===== config.mk =====
export PLATFORM = sky130hd
export DESIGN_NAME = ex_stage_flat
export DESIGN_NICKNAME = d
export VERILOG_FILES = /design/src/rtl/ex_stage_if.sv /design/src/rtl/ex_stage.sv /design/src/flat_wrapper.sv
export SDC_FILE = /design/constraint.sdc
export NUM_CORES = 1
export LEC_CHECK = 0
export CAP_MARGIN = 10
export CORE_MARGIN = 1
export CORE_UTILIZATION = 25
export CTS_CLUSTER_DIAMETER = 200
export DETAILED_ROUTE_END_ITERATION = 8
export PLACE_DENSITY = 0.65
export SYNTH_ARGS = -nofsm -noshare
export SYNTH_HDL_FRONTEND = slang
export SYNTH_SLANG_ARGS = --single-unit

===== constraint.sdc =====
create_clock -name clk -period 1.4 [get_ports clk]
set_input_delay 0.21 -clock clk [delete_from_list [all_inputs] [get_ports clk]]
set_output_delay 0.21 -clock clk [all_outputs]
set_load 0.03 [all_outputs]

===== src/rtl/ex_stage_if.sv =====
// ex_stage_if: bundles the execute-stage buses.
//   - decode -> ex: in_valid/in_ready handshake plus the decoded instruction fields.
//   - ex <-> ALU: alu_op/alu_lhs/alu_rhs out, alu_res back in the same cycle.
//   - ex -> writeback: out_valid/out_ready handshake plus out_res/out_rd_idx/out_wen.
// Modports:
//   slave  - the execute stage itself.
//   master - its surroundings (decode, ALU and writeback together).
interface ex_stage_if #(
    parameter int unsigned XLEN = 32
) ();
    logic            in_valid;
    logic            in_ready;
    logic [3:0]      in_alu_op;
    logic            in_a_sel;
    logic            in_b_sel;
    logic [XLEN-1:0] in_rs1_val;
    logic [XLEN-1:0] in_rs2_val;
    logic [XLEN-1:0] in_imm;
    logic [XLEN-1:0] in_pc;
    logic [4:0]      in_rs1_idx;
    logic [4:0]      in_rs2_idx;
    logic [4:0]      in_rd_idx;
    logic            in_wen;

    logic [3:0]      alu_op;
    logic [XLEN-1:0] alu_lhs;
    logic [XLEN-1:0] alu_rhs;
    logic [XLEN-1:0] alu_res;

    logic            out_valid;
    logic            out_ready;
    logic [XLEN-1:0] out_res;
    logic [4:0]      out_rd_idx;
    logic            out_wen;

    modport slave (
        input  in_valid, in_alu_op, in_a_sel, in_b_sel, in_rs1_val, in_rs2_val, in_imm, in_pc,
               in_rs1_idx, in_rs2_idx, in_rd_idx, in_wen,
        output in_ready,
        output alu_op, alu_lhs, alu_rhs,
        input  alu_res,
        output out_valid, out_res, out_rd_idx, out_wen,
        input  out_ready
    );

    modport master (
        output in_valid, in_alu_op, in_a_sel, in_b_sel, in_rs1_val, in_rs2_val, in_imm, in_pc,
               in_rs1_idx, in_rs2_idx, in_rd_idx, in_wen,
        input  in_ready,
        input  alu_op, alu_lhs, alu_rhs,
        output alu_res,
        input  out_valid, out_res, out_rd_idx, out_wen,
        output out_ready
    );
endinterface


===== src/rtl/ex_stage.sv =====
// ex_stage: execute stage of the single-issue RV32I core.
//   Selects ALU operands (rs1/PC, rs2/imm), drives the external combinational ALU and
//   registers its result toward writeback through a main register M backed by a
//   one-entry skid register S, so that in_ready comes straight from a flop.
// Ports:
//   clk   - rising-edge clock
//   reset - synchronous, active-high; empties M and S and zeroes the outputs
//   flush - drops M, S and any instruction offered in the same cycle
//   bus   - ex_stage_if.slave: decode handshake, ALU ports, writeback handshake
// Parameters:
//   XLEN  - data width; keep equal to REG_END_WORD+1 from defs.vh
// Configuration:
//   EX_FWD_EN - when defined, operands matching M's destination are forwarded from M.
module ex_stage #(
    parameter int unsigned XLEN = 32
) (
    input  logic     clk,
    input  logic     reset,
    input  logic     flush,
    ex_stage_if.slave bus
);

    logic            m_valid_q, m_valid_d;
    logic [XLEN-1:0] m_res_q, m_res_d;
    logic [4:0]      m_rd_q, m_rd_d;
    logic            m_wen_q, m_wen_d;

    logic            s_valid_q, s_valid_d;
    logic [XLEN-1:0] s_res_q, s_res_d;
    logic [4:0]      s_rd_q, s_rd_d;
    logic            s_wen_q, s_wen_d;

    logic            in_ready_q, in_ready_d;

    logic            accept;
    logic            fire;
    logic            entry_wen;
    logic [XLEN-1:0] lhs;
    logic [XLEN-1:0] rhs;

    // ------------------------------------------------------------------
    // Operand selection
    // ------------------------------------------------------------------
`ifdef EX_FWD_EN
    logic fwd_a;
    logic fwd_b;

    // Only M can forward: an accept requires S to be empty.
    assign fwd_a = m_valid_q && m_wen_q && (m_rd_q != 5'd0) &&
                   (m_rd_q == bus.in_rs1_idx) && !bus.in_a_sel;
    assign fwd_b = m_valid_q && m_wen_q && (m_rd_q != 5'd0) &&
                   (m_rd_q == bus.in_rs2_idx) && !bus.in_b_sel;

    always_comb begin
        lhs = bus.in_a_sel ? bus.in_pc : bus.in_rs1_val;
        rhs = bus.in_b_sel ? bus.in_imm : bus.in_rs2_val;
        if (fwd_a) begin
            lhs = m_res_q;
        end
        if (fwd_b) begin
            rhs = m_res_q;
        end
    end
`else
    logic unused_src_idx;

    assign unused_src_idx = ^{bus.in_rs1_idx, bus.in_rs2_idx};

    always_comb begin
        lhs = bus.in_a_sel ? bus.in_pc : bus.in_rs1_val;
        rhs = bus.in_b_sel ? bus.in_imm : bus.in_rs2_val;
    end
`endif

    assign bus.alu_op  = bus.in_alu_op;
    assign bus.alu_lhs = lhs;
    assign bus.alu_rhs = rhs;

    // ------------------------------------------------------------------
    // Handshakes and M/S next state
    // ------------------------------------------------------------------
    assign accept    = bus.in_valid && in_ready_q;
    assign fire      = m_valid_q && bus.out_ready;
    assign entry_wen = bus.in_wen && (bus.in_rd_idx != 5'd0);

    always_comb begin
        m_valid_d = m_valid_q;
        m_res_d   = m_res_q;
        m_rd_d    = m_rd_q;
        m_wen_d   = m_wen_q;
        s_valid_d = s_valid_q;
        s_res_d   = s_res_q;
        s_rd_d    = s_rd_q;
        s_wen_d   = s_wen_q;

        if (flush) begin
            m_valid_d = 1'b0;
            s_valid_d = 1'b0;
        end else begin
            if (fire) begin
                if (s_valid_q) begin
                    m_valid_d = 1'b1;
                    m_res_d   = s_res_q;
                    m_rd_d    = s_rd_q;
                    m_wen_d   = s_wen_q;
                    s_valid_d = 1'b0;
                end else begin
                    m_valid_d = 1'b0;
                end
            end
            // accept implies S is empty, so the S->M move above never collides with this.
            if (accept) begin
                if (!m_valid_q || fire) begin
                    m_valid_d = 1'b1;
                    m_res_d   = bus.alu_res;
                    m_rd_d    = bus.in_rd_idx;
                    m_wen_d   = entry_wen;
                end else begin
                    s_valid_d = 1'b1;
                    s_res_d   = bus.alu_res;
                    s_rd_d    = bus.in_rd_idx;
                    s_wen_d   = entry_wen;
                end
            end
        end

        in_ready_d = !s_valid_d;
    end

    always_ff @(posedge clk) begin
        if (reset) begin
            m_valid_q  <= 1'b0;
            m_res_q    <= '0;
            m_rd_q     <= 5'd0;
            m_wen_q    <= 1'b0;
            s_valid_q  <= 1'b0;
            s_res_q    <= '0;
            s_rd_q     <= 5'd0;
            s_wen_q    <= 1'b0;
            in_ready_q <= 1'b1;
        end else begin
            m_valid_q  <= m_valid_d;
            m_res_q    <= m_res_d;
            m_rd_q     <= m_rd_d;
            m_wen_q    <= m_wen_d;
            s_valid_q  <= s_valid_d;
            s_res_q    <= s_res_d;
            s_rd_q     <= s_rd_d;
            s_wen_q    <= s_wen_d;
            in_ready_q <= in_ready_d;
        end
    end

    assign bus.in_ready   = in_ready_q;
    assign bus.out_valid  = m_valid_q;
    assign bus.out_res    = m_res_q;
    assign bus.out_rd_idx = m_rd_q;
    assign bus.out_wen    = m_wen_q;

endmodule


===== src/flat_wrapper.sv =====
// flat-port wrapper written by rule: the top's interface ports become plain ports
module ex_stage_flat 
#(
    parameter int unsigned XLEN = 32
)
  (clk, reset, flush, bus_in_valid, bus_in_alu_op, bus_in_a_sel, bus_in_b_sel, bus_in_rs1_val, bus_in_rs2_val, bus_in_imm, bus_in_pc, bus_in_rs1_idx, bus_in_rs2_idx, bus_in_rd_idx, bus_in_wen, bus_in_ready, bus_alu_op, bus_alu_lhs, bus_alu_rhs, bus_alu_res, bus_out_valid, bus_out_res, bus_out_rd_idx, bus_out_wen, bus_out_ready);
  ex_stage_if #(.XLEN(XLEN)) bus_i ();
  input  logic clk;
  input  logic reset;
  input  logic flush;
  input wire logic [$bits(bus_i.in_valid)-1:0] bus_in_valid;
  input wire logic [$bits(bus_i.in_alu_op)-1:0] bus_in_alu_op;
  input wire logic [$bits(bus_i.in_a_sel)-1:0] bus_in_a_sel;
  input wire logic [$bits(bus_i.in_b_sel)-1:0] bus_in_b_sel;
  input wire logic [$bits(bus_i.in_rs1_val)-1:0] bus_in_rs1_val;
  input wire logic [$bits(bus_i.in_rs2_val)-1:0] bus_in_rs2_val;
  input wire logic [$bits(bus_i.in_imm)-1:0] bus_in_imm;
  input wire logic [$bits(bus_i.in_pc)-1:0] bus_in_pc;
  input wire logic [$bits(bus_i.in_rs1_idx)-1:0] bus_in_rs1_idx;
  input wire logic [$bits(bus_i.in_rs2_idx)-1:0] bus_in_rs2_idx;
  input wire logic [$bits(bus_i.in_rd_idx)-1:0] bus_in_rd_idx;
  input wire logic [$bits(bus_i.in_wen)-1:0] bus_in_wen;
  output wire logic [$bits(bus_i.in_ready)-1:0] bus_in_ready;
  output wire logic [$bits(bus_i.alu_op)-1:0] bus_alu_op;
  output wire logic [$bits(bus_i.alu_lhs)-1:0] bus_alu_lhs;
  output wire logic [$bits(bus_i.alu_rhs)-1:0] bus_alu_rhs;
  input wire logic [$bits(bus_i.alu_res)-1:0] bus_alu_res;
  output wire logic [$bits(bus_i.out_valid)-1:0] bus_out_valid;
  output wire logic [$bits(bus_i.out_res)-1:0] bus_out_res;
  output wire logic [$bits(bus_i.out_rd_idx)-1:0] bus_out_rd_idx;
  output wire logic [$bits(bus_i.out_wen)-1:0] bus_out_wen;
  input wire logic [$bits(bus_i.out_ready)-1:0] bus_out_ready;
  assign bus_i.in_valid = bus_in_valid;
  assign bus_i.in_alu_op = bus_in_alu_op;
  assign bus_i.in_a_sel = bus_in_a_sel;
  assign bus_i.in_b_sel = bus_in_b_sel;
  assign bus_i.in_rs1_val = bus_in_rs1_val;
  assign bus_i.in_rs2_val = bus_in_rs2_val;
  assign bus_i.in_imm = bus_in_imm;
  assign bus_i.in_pc = bus_in_pc;
  assign bus_i.in_rs1_idx = bus_in_rs1_idx;
  assign bus_i.in_rs2_idx = bus_in_rs2_idx;
  assign bus_i.in_rd_idx = bus_in_rd_idx;
  assign bus_i.in_wen = bus_in_wen;
  assign bus_in_ready = bus_i.in_ready;
  assign bus_alu_op = bus_i.alu_op;
  assign bus_alu_lhs = bus_i.alu_lhs;
  assign bus_alu_rhs = bus_i.alu_rhs;
  assign bus_i.alu_res = bus_alu_res;
  assign bus_out_valid = bus_i.out_valid;
  assign bus_out_res = bus_i.out_res;
  assign bus_out_rd_idx = bus_i.out_rd_idx;
  assign bus_out_wen = bus_i.out_wen;
  assign bus_i.out_ready = bus_out_ready;
  ex_stage #(.XLEN(XLEN)) u_core (.clk(clk), .reset(reset), .flush(flush), .bus(bus_i));
endmodule

==> results of run 1 <==
==> registers in the layout, summed over array words and instances (netlist names) <==
name                   count
u_core.bus.in_ready        1
u_core.bus.out_rd_idx      5
u_core.bus.out_res        32
u_core.bus.out_valid       1
u_core.bus.out_wen         1
u_core.s_rd_q              5
u_core.s_res_q            32
u_core.s_valid_q           1
u_core.s_wen_q             1
==> worst reg2reg max path: cells and delay by family, from the launching register on <==
kind | cells | cell delay (ns)
flip-flops | 1 | 0.38
buffers and inverters | 3 | 0.45
AO/OA/AOI/OAI | 1 | 0.12
AND/OR/NAND/NOR | 3 | 0.34
==> cells by family after synthesis <==
logic type / after synthesis / share of synthesized area
AO/OA/AOI/OAI: 119 / 0.206
AND/OR/NAND/NOR: 93 / 0.107
buffers and inverters: 81 / 0.0896
flip-flops: 79 / 0.410
multiplexers: 64 / 0.187
==> final timing paths <==
kind,start,endpoint,cells past startpoint
hold / removal,reset,u_core.bus.out_res[3],2
setup / recovery,flush,u_core.s_res_q[31],7
hold reg to reg,u_core.s_res_q[17],u_core.s_res_q[17],2
setup reg to reg,u_core.bus.out_valid,u_core.s_res_q[31],7
==> Yosys cell counts <==
cell type	n	area [µm²]
sky130_fd_sc_hd__and3b_1	1	8.76
sky130_fd_sc_hd__o32ai_1	1	8.76
sky130_fd_sc_hd__or2_1	1	6.26
sky130_fd_sc_hd__clkbuf_1	15	56.3
sky130_fd_sc_hd__buf_2	15	75.1
sky130_fd_sc_hd__nand2b_4	1	13.8
sky130_fd_sc_hd__buf_6	1	11.3
sky130_fd_sc_hd__or3_4	1	11.3
sky130_fd_sc_hd__nor3_4	1	16.3
sky130_fd_sc_hd__nand4b_1	1	8.76
sky130_fd_sc_hd__and3_1	1	6.26
sky130_fd_sc_hd__buf_4	4	30.0
sky130_fd_sc_hd__a221oi_1	37	324
sky130_fd_sc_hd__dfxtp_1	79	1580
sky130_fd_sc_hd__o22ai_1	37	231
sky130_fd_sc_hd__o21ai_0	2	10.0
sky130_fd_sc_hd__or4_1	1	7.51
sky130_fd_sc_hd__nor2b_1	1	6.26
sky130_fd_sc_hd__a21oi_1	39	195
sky130_fd_sc_hd__a21oi_2	1	8.76
sky130_fd_sc_hd__nand2b_1	1	6.26
sky130_fd_sc_hd__nand2_2	1	6.26
sky130_fd_sc_hd__o31ai_1	1	7.51
sky130_fd_sc_hd__and2_1	2	12.5
sky130_fd_sc_hd__mux2_2	64	721
sky130_fd_sc_hd__inv_1	38	143
sky130_fd_sc_hd__nand2_1	78	293
sky130_fd_sc_hd__nor2_1	1	3.75
sky130_fd_sc_hd__buf_1	8	30.0
sky130_fd_sc_hd__nor3_1	1	5.00
sky130_fd_sc_hd__o21ai_2	1	8.76
==> stage by stage <==
step | hold WS [ns] | util | power (mW) | setup slack (ns) | instances
after floorplan | 0.279 | - | 3.35 | 0.00335 | 436
after global placement | 0.420 | 0.465 | 4.42 | -0.707 | 892
after detailed placement | 0.420 | 0.465 | 4.44 | -0.719 | 892
after CTS | 0.254 | 0.468 | 6.40 | 0.00237 | 911
after global routing | 0.285 | 0.482 | 6.63 | -0.0194 | 924
final | 0.253 | 0.482 | 6.39 | 0.0312 | 924
==> layer usage <==
metal / track usage / wire (µm) / up-vias
li1: - / - / 2140
met1: 0.224 / 6530 / 2127
met2: 0.359 / 8720 / 209
met3: 0.0590 / 1320 / 42
met4: 0.132 / 828 / 2
met5: 0 / 13 / -
==> report_power, final <==
group	internal (mW)	switching, mW	leakage (nW)
registers	2.34	0.0494	0.645
logic	0.956	0.956	2.19
clock network	1.22	0.873	0.134
total	4.51	1.88	2.97
==> area by class of cell <==
cell class,instances,area [µm²]
diodes,7,17.5
clock buffers,10,239
clock inverters,4,23.8
fillers,1433,7850
inverters,38,143
multi-input cells,276,2040
flip-flops and latches,79,1590
well taps,188,235
repair buffers,322,3020
==> timing repair <==
item | in CTS | in global routing
buffers inserted | 3 | 2
resized for setup | 312 | 26
pin swaps | 1 | 6
cloned | 2 | 4
setup endpoints to repair | 110 | 59
==> parameters.txt, run 1 <==
Parameter                              Value

Flow run
  Max_cap viols ... 0

Synth
  Synthesis warning total ... 0
  Number of synthesized register bits ... 79
  Mean instance size in the synthesized netlist ... 8.84 µm²
  Share of the yosys chip area belonging to registers ... 0.410
  Mapped Nets ... 623
  Count of mapped cells out of synthesis ... 436
  Count of unique library cells instantiated by Yosys ... 31
  Combined area of all synthesized cells ... between 3000 and 4000 µm²

Clocking
  Clock sink total ... 79
  Hold buffer count at CTS ... 0
  Clk buf depth ... 2
  Deepest level of the CTS H-tree ... 3
  Clock tree from TritonCTS ... built
  Clock root buffer ... sky130_fd_sc_hd__clkbuf_16
  Clock buffer count from CTS ... 9
  Clock-pin slew on the worst setup and hold paths ... approximately 0.060 ns
  Clock network latency to the later pin of the worst-skew pair ... 0.33 ns

Final layout
  Post-route design area ... 7300 µm²
  Fraction of layout instances using a drive strength above 1 ... 0.306
  Commonest cells after routing, fill and taps aside ... 167 x sky130_fd_sc_hd__clkdlybuf4s50_1, 77 x sky130_fd_sc_hd__dfxtp_1, 73 x sky130_fd_sc_hd__nand2_1
  Post-layout nets ... 913
  Layout overhead on the synthesized area ... 89.4%
  Most common library cell in the layout ignoring fill and taps ... sky130_fd_sc_hd__clkdlybuf4s50_1

Global routing
  Number of antenna violations at the first check in global routing ... 8
  Global-route wire length before repair ... around 25000 µm
  Maximum number of pins on one net before global-route repair ... 40
  Aggregate global-route resource usage ... 0.208
  Number of global-route vias before repair ... 4451
  Global-route congestion overflow total ... 0

Floorplan
  Rows ... 45
  Overall die area ... 15900 µm²
  Starting utilization of the core area ... 0.254
  Die boundary width ... approximately 130 µm
  Number of primary I/O pins ... 295
  Floorplan core area ... 15100 µm²
  Vertical extent of the die ... 126 µm

Setup path
  Crit path kind ... primary input to flop
  Reg-to-reg slack, setup ... 0.05 ns
  Slowest cell on the critical path ... sky130_fd_sc_hd__clkdlybuf4s50_1
  Delay of the slowest cell on the worst path ... about 0.5 ns
  Worst path bufs/invs ... 4
  Crit path capture type ... flop
  Critical path startpoint category ... primary input
  Worst path arrival time ... 1.63 ns
  Cell class contributing the biggest share of worst-path delay ... buffers and inverters
  Maximum fanout count along the critical path ... 12
  CP Data Required Time ... 1.66 ns
  Cells traversed along the worst timing path ... clkdlybuf4s50_1 -> buf_4 -> nor3_4 -> buf_6 -> clkbuf_16 -> nand2_1 -> a21oi_1

STA
  Fmax ... 731 MHz
  Setup violation total in the final timing report ... 0
  Share of the cycle needed by the critical path after routing ... 0.978
  Final Skew ... 0.00529 ns
  Total Neg Setup Slack ... 0 ns
  Max-slew violation total from the final report ... 0
  Slew Limit Headroom ... 0.767
  Slew at the pin closest to its max-slew limit ... approximately 0.35 ns
  Final Hold Vio Count ... 0
  RSZ-0062 raised after global routing ... true
  Shortest period the worst path allows ... roughly 1.4 ns

Placed design
  DP HPWL ... 13200 µm
  Cell area after placement ... approximately 7000 µm²
  Count of input and output buffers ... 276
  Placer's final routability congestion estimate ... slightly above 0.8

Detailed routing
  Via count normalized by instance count ... 4.89
  WL per Instance ... 18.8 µm
  DRC violation count after routing ... 0
  Drt initial violations ... about 180
  Vias after detailed routing ... 4520
  Iteration count of the initial detailed-routing pass ... 4
  Routed WL ... 17400 µm
  Post-route antenna net violation count ... 0

Power
  Leakage component of the power ... 2.97 nW
  Pwr/cell area ... 875 nW/µm²
  Maximum vdd ir drop ... 485 µV

Run status
  Status ... complete, no violations

Worst hold path
  Class of the most critical hold timing path ... primary input to flop
(Power assumes the default switching activity.)
==> inputs of run 2 (changes only) <==
--- a/config.mk
+++ b/config.mk
@@ -11,6 +11,7 @@
 export CTS_CLUSTER_DIAMETER = 200
 export DETAILED_ROUTE_END_ITERATION = 8
 export PLACE_DENSITY = 0.65
+export SLEW_MARGIN = 15
 export SYNTH_ARGS = -nofsm -noshare
 export SYNTH_HDL_FRONTEND = slang
 export SYNTH_SLANG_ARGS = --single-unit
==> results of run 2 <==
Same layout as run 1: the final DEF is identical, and so are final timing and power.
==> inputs of run 3 (changes only) <==
--- a/config.mk
+++ b/config.mk
@@ -5,6 +5,7 @@
 export SDC_FILE = /design/constraint.sdc
 export NUM_CORES = 1
 export LEC_CHECK = 0
+export ABC_CLOCK_PERIOD_IN_PS = 1400
 export CAP_MARGIN = 10
 export CORE_MARGIN = 1
 export CORE_UTILIZATION = 25
==> results of run 3 <==
Same layout as run 1: the final DEF is identical, and so are final timing and power.
